[src/rtl/exe_wb_pipe.sv]
// exe_wb_pipe: per-lane 2-entry EXE->WB result buffers.
// Each lane is an independent FIFO of {rd, rs1, rs2, data}; state updates on
// the falling clock edge with a synchronous active-low reset.
// Optional feature macro: EXE_WB_PIPE_FWD_EN enables the head-entry forwarding
// lookup (fwd_hit/fwd_data); when undefined, those outputs are tied to zero.
module exe_wb_pipe #(
    parameter int unsigned LANES = 4,
    parameter int unsigned DW    = 32,
    parameter int unsigned AW    = 4
) (
    input  logic                  clk,
    input  logic                  rst_n,
    input  logic [LANES-1:0]      in_valid,
    output logic [LANES-1:0]      in_ready,
    input  logic [LANES*AW-1:0]   in_rd,
    input  logic [LANES*AW-1:0]   in_rs1,
    input  logic [LANES*AW-1:0]   in_rs2,
    input  logic [LANES*DW-1:0]   in_data,
    input  logic [LANES-1:0]      flush,
    output logic [LANES-1:0]      out_valid,
    input  logic [LANES-1:0]      out_ready,
    output logic [LANES*AW-1:0]   out_rd,
    output logic [LANES*AW-1:0]   out_rs1,
    output logic [LANES*AW-1:0]   out_rs2,
    output logic [LANES*DW-1:0]   out_data,
    input  logic [AW-1:0]         fwd_rs,
    output logic                  fwd_hit,
    output logic [DW-1:0]         fwd_data
);

    localparam int unsigned EW = 3*AW + DW;

    logic [EW-1:0]    mem  [LANES][2];
    logic [1:0]       cnt  [LANES];
    logic             wptr [LANES];
    logic             rptr [LANES];
    logic [EW-1:0]    head [LANES];
    logic [LANES-1:0] push;
    logic [LANES-1:0] pop;

    // Handshake decode and head-entry presentation from registered state only
    always_comb begin
        in_ready  = '0;
        out_valid = '0;
        out_rd    = '0;
        out_rs1   = '0;
        out_rs2   = '0;
        out_data  = '0;
        for (int unsigned i = 0; i < LANES; i++) begin
            in_ready[i]  = rst_n && (cnt[i] != 2'd2);
            out_valid[i] = rst_n && (cnt[i] != 2'd0);
            head[i]      = out_valid[i] ? mem[i][rptr[i]] : '0;
            out_rd  [i*AW +: AW] = head[i][EW-1      -: AW];
            out_rs1 [i*AW +: AW] = head[i][EW-1-AW   -: AW];
            out_rs2 [i*AW +: AW] = head[i][EW-1-2*AW -: AW];
            out_data[i*DW +: DW] = head[i][DW-1:0];
        end
        push = in_valid & in_ready;
        pop  = out_valid & out_ready;
    end

    // Per-lane FIFO state; reset beats flush, flush beats push/pop
    always_ff @(negedge clk) begin
        for (int unsigned i = 0; i < LANES; i++) begin
            if (!rst_n) begin
                cnt[i]    <= '0;
                wptr[i]   <= 1'b0;
                rptr[i]   <= 1'b0;
                mem[i][0] <= '0;
                mem[i][1] <= '0;
            end else if (flush[i]) begin
                // Realign the read pointer so the next push lands at the head
                cnt[i]  <= '0;
                rptr[i] <= wptr[i];
            end else begin
                if (push[i]) begin
                    mem[i][wptr[i]] <= {in_rd[i*AW +: AW], in_rs1[i*AW +: AW],
                                        in_rs2[i*AW +: AW], in_data[i*DW +: DW]};
                    wptr[i] <= ~wptr[i];
                end
                if (pop[i]) begin
                    rptr[i] <= ~rptr[i];
                end
                case ({push[i], pop[i]})
                    2'b10:   cnt[i] <= cnt[i] + 2'd1;
                    2'b01:   cnt[i] <= cnt[i] - 2'd1;
                    default: cnt[i] <= cnt[i];
                endcase
            end
        end
    end

`ifdef EXE_WB_PIPE_FWD_EN
    // Forward from the lowest-indexed lane whose head writes fwd_rs
    always_comb begin
        fwd_hit  = 1'b0;
        fwd_data = '0;
        for (int unsigned i = 0; i < LANES; i++) begin
            if (!fwd_hit && out_valid[i] && (fwd_rs != '0) &&
                (out_rd[i*AW +: AW] == fwd_rs)) begin
                fwd_hit  = 1'b1;
                fwd_data = out_data[i*DW +: DW];
            end
        end
    end
`else
    logic unused_fwd_rs;
    assign unused_fwd_rs = ^fwd_rs;
    assign fwd_hit       = 1'b0;
    assign fwd_data      = '0;
`endif

endmodule

[config.mk]
export PLATFORM = sky130hd
export DESIGN_NAME = exe_wb_pipe
export DESIGN_NICKNAME = d
export VERILOG_FILES = /design/src/rtl/exe_wb_pipe.sv
export SDC_FILE = /design/constraint.sdc
export NUM_CORES = 1
export LEC_CHECK = 0
export ABC_AREA = 1
export CORE_MARGIN = 5
export CORE_UTILIZATION = 31
export CTS_CLUSTER_DIAMETER = 40
export CTS_CLUSTER_SIZE = 12
export DETAILED_ROUTE_END_ITERATION = 8
export GPL_TIMING_DRIVEN = 0
export SETUP_SLACK_MARGIN = 0.05
export SLEW_MARGIN = 5
export SYNTH_ARGS = -nofsm -noshare
export SYNTH_HDL_FRONTEND = slang
export SYNTH_SLANG_ARGS = --single-unit
export TNS_END_PERCENT = 20
[constraint.sdc]
create_clock -name clk -period 3.1 [get_ports clk]
set_input_delay 0.31 -clock clk [delete_from_list [all_inputs] [get_ports clk]]
set_output_delay 0.31 -clock clk [all_outputs]
set_load 0.01 [all_outputs]
==> run_results.csv <==
group,metric,value,unit
run,max-cap-violations,0,
synth,netlist_area,0.0168,mm^2
cells_and_area,fill_cells,5124,
timing,finalHoldViolations,0,
cells_and_area,final_common_cell,"nor2_1",
cells_and_area,final_nets,2767,
synth,ys_warn_count,0,
floorplan,design.portCount,411,
clocking,cts_root_buf,"clkbuf_16",
synth,synthAdderAreaFrac,1.19,%
critical_path,path_max_fanout,8,
clocking,cts_buffer_depth,3,
floorplan,rows,85,
cells_and_area,fin_util,47.2,%
critical_path,crit_path_start_kind,"flip-flop",
route,dr.pass1.iters,7,
hold_path,hold_path.class,"flip-flop to flip-flop",
timing,rsz0062_at_grt,"true",
global_route,grt.total_usage,16.4,%
route,routed_wl,51500,um
synth,synth_cell_types,24,
clocking,cts_tree,"yes",
placed_design,dp_slack,-1.03,ns
synth,ys_seq_elements,368,
clocking,path_clk_slew,0.04,ns
power_and_ir_drop,power_density,604,mW/mm^2
placed_design,dp.cells,2784,
timing,timing_max_transition_violations_final,0,
global_route,overflow,0,
route,drt_iter0_drc,645,
global_route,grt_max_degree,45,
clocking,cts_hold_buf,0,
cells_and_area,drive_above_1_share,23.3,%
critical_path,critical_path_class,"flip-flop to primary output",
power_and_ir_drop,leakage,0.0127,uW
floorplan,start_util,31.3,%
route,vias,14700,
timing,fin_skew,0.0242,ns
route,wire_per_inst,15.6,um
synth,synth.area.mux_share,0,%
floorplan,dieArea,0.0591,mm^2
route,drc_errors,0,
power_and_ir_drop,vdd_drop_max,0.402,mV
critical_path,worstPathRequired,2.79,ns
floorplan,core_area,0.0538,mm^2
global_route,antenna_found_initial,2,
route,vias_per_cell,4.45,
timing,finalSetupViolations,228,
synth,synth-xor-area-share,0.156,%
global_route,grt_pass1_wl,78400,um
clocking,cts.htree.levels,2,
critical_path,crit_arrival,3.63,ns
synth,seq_area_frac_synth,65.5,%
critical_path,end_kind,"primary output",
synth,synth_top_family_by_area,"simple AND/OR/NAND/NOR gates",
synth,synth_area_per_cell,10.0,um^2
global_route,grt_pass1_vias,15500,
cells_and_area,most-common-layout-cells,"nor2_1, inv_1, edfxtp_1, clkdlybuf4s50_1, buf_2",
clocking,clkLatencyLatePin,0.62,ns
placed_design,port_buffers,372,
placed_design,hpwl,33300,um
synth,synthCells,1684,
placed_design,gp_congestion,0.767,
timing,slew_headroom,64.0,%
synth,synth_compound_area_share,5.62,%
floorplan,die_x,243,um
floorplan,die_h,243,um
clocking,cts_made_buffers,54,
cells_and_area,areaGrowthSynthToFinish,50.7,%
clocking,cts_sinks,368,
timing,setup_ws,-0.842,ns
synth,synth_simple_gate_area_share,18.7,%
route,ant_nets,0,
outcome,status,"finished with violations",
outcome,violations,"negative setup slack",
cells_and_area,stdcell_count,3292,
timing,worst_pin_slew,0.539,ns
## report_power, final
part / leakage (uW) / switching, uW / internal (uW)
Combinational: 0.00600 / 942 / 708
Clock: 0.00284 / 3550 / 4250
Sequential: 0.00383 / 85.5 / 5790
## flip-flops by register name, indices dropped and copies added, names as in the netlist
| register | count |
|---|---|
| mem | 352 |
| rptr | 4 |
| cnt | 8 |
| wptr | 4 |
## logic make-up (layout without fill, tap and decap cells)
group / after synthesis / after routing
compound gates: 189 / 189
buf+inv: 331 / 1209
flops: 368 / 368
simple gates: 776 / 777
other cells: 1 / 34
fa+ha+maj: 16 / 16
xor+xnor: 3 / 3
## synthesized netlist by cell type
library cell,n,share of area [%]
nand3_4,2,0.21
inv_1,201,4.5
nor2_1,592,13
nand3_2,6,0.36
xnor2_1,3,0.16
conb_1,1,0.022
dfxtp_1,2,0.24
nor2_4,3,0.20
buf_6,9,0.60
o21ai_1,15,0.45
buf_2,31,0.92
a21oi_1,45,1.3
nand2_4,1,0.067
nand3_1,10,0.30
nand2_1,119,2.7
clkbuf_1,46,1.0
o21ai_0,129,3.8
nor2_8,2,0.24
nor2_2,41,1.5
inv_4,1,0.037
inv_2,9,0.20
buf_4,34,1.5
ha_1,16,1.2
edfxtp_1,366,65
## per-layer routing
layer  vias up  GRT usage (%)  share of wire [%]
met5         -              0              0.025
met4         2           6.34                1.6
met3        57           6.34                7.1
met2       497           28.3                 52
met1      6995           18.5                 40
li1       7114              -                  -
## through the flow
step | power (uW) | area [um^2] | setup TNS, ns | hold WS [ns]
after floorplan | 7330 | 17100 | -41.98 | 0.469
after global placement | 8100 | 21700 | -443.68 | 0.483
after detailed placement | 8120 | 21700 | -461.87 | 0.494
after CTS | 15500 | 25100 | -157.79 | 0.502
after global routing | 16400 | 25400 | -147.64 | 0.562
final | 15300 | 25400 | -126.50 | 0.524
## path summary, 6_finish.rpt
check / from / to / slack, ns / cells past startpoint
worst max-delay path: cnt[3][1]$_DFFE_NP_ / out_data[97] / -0.84 / 9
worst min-delay path: wptr[2]$_DFF_N_ / wptr[2]$_DFF_N_ / 0.52 / 2
worst max register to register: cnt[1][1]$_DFFE_NP_ / mem[1][32]$_DFFE_NP_ / 0.82 / 8
worst min register to register: wptr[2]$_DFF_N_ / wptr[2]$_DFF_N_ / 0.52 / 2
## repair_timing
action,4_1_cts,5_1_grt
pin swaps,69,86
cloned,5,2
gates resized for setup,817,262
setup endpoints to repair,404,426
setup buffers,32,11
## cell type report
cell class | instances | area [um^2] | area share [%]
Sequential cell | 368 | 11000 | 43.5
Multi-Input combinational cell | 1018 | 5020 | 19.8
Timing Repair Buffer | 421 | 3430 | 13.5
Clock inverter | 407 | 1770 | 6.96
Clock buffer | 55 | 1380 | 5.42
Buffer | 116 | 1080 | 4.26
Tap cell | 696 | 871 | 3.43
Inverter | 210 | 803 | 3.16
Antenna cell | 1 | 2.50 | 0.00986
## worst max-delay path, stage by stage, from the launching register on
cell	delay (ns)
edfxtp_1	0.35
inv_1	0.08
ha_4	0.17
nor2_4	0.12
buf_12	0.14
clkbuf_16	0.15
buf_6	0.10
o21ai_2	0.04
nor2_1	0.14
buf_2	0.16
No activity file was read; power rests on OpenSTA's default activity.
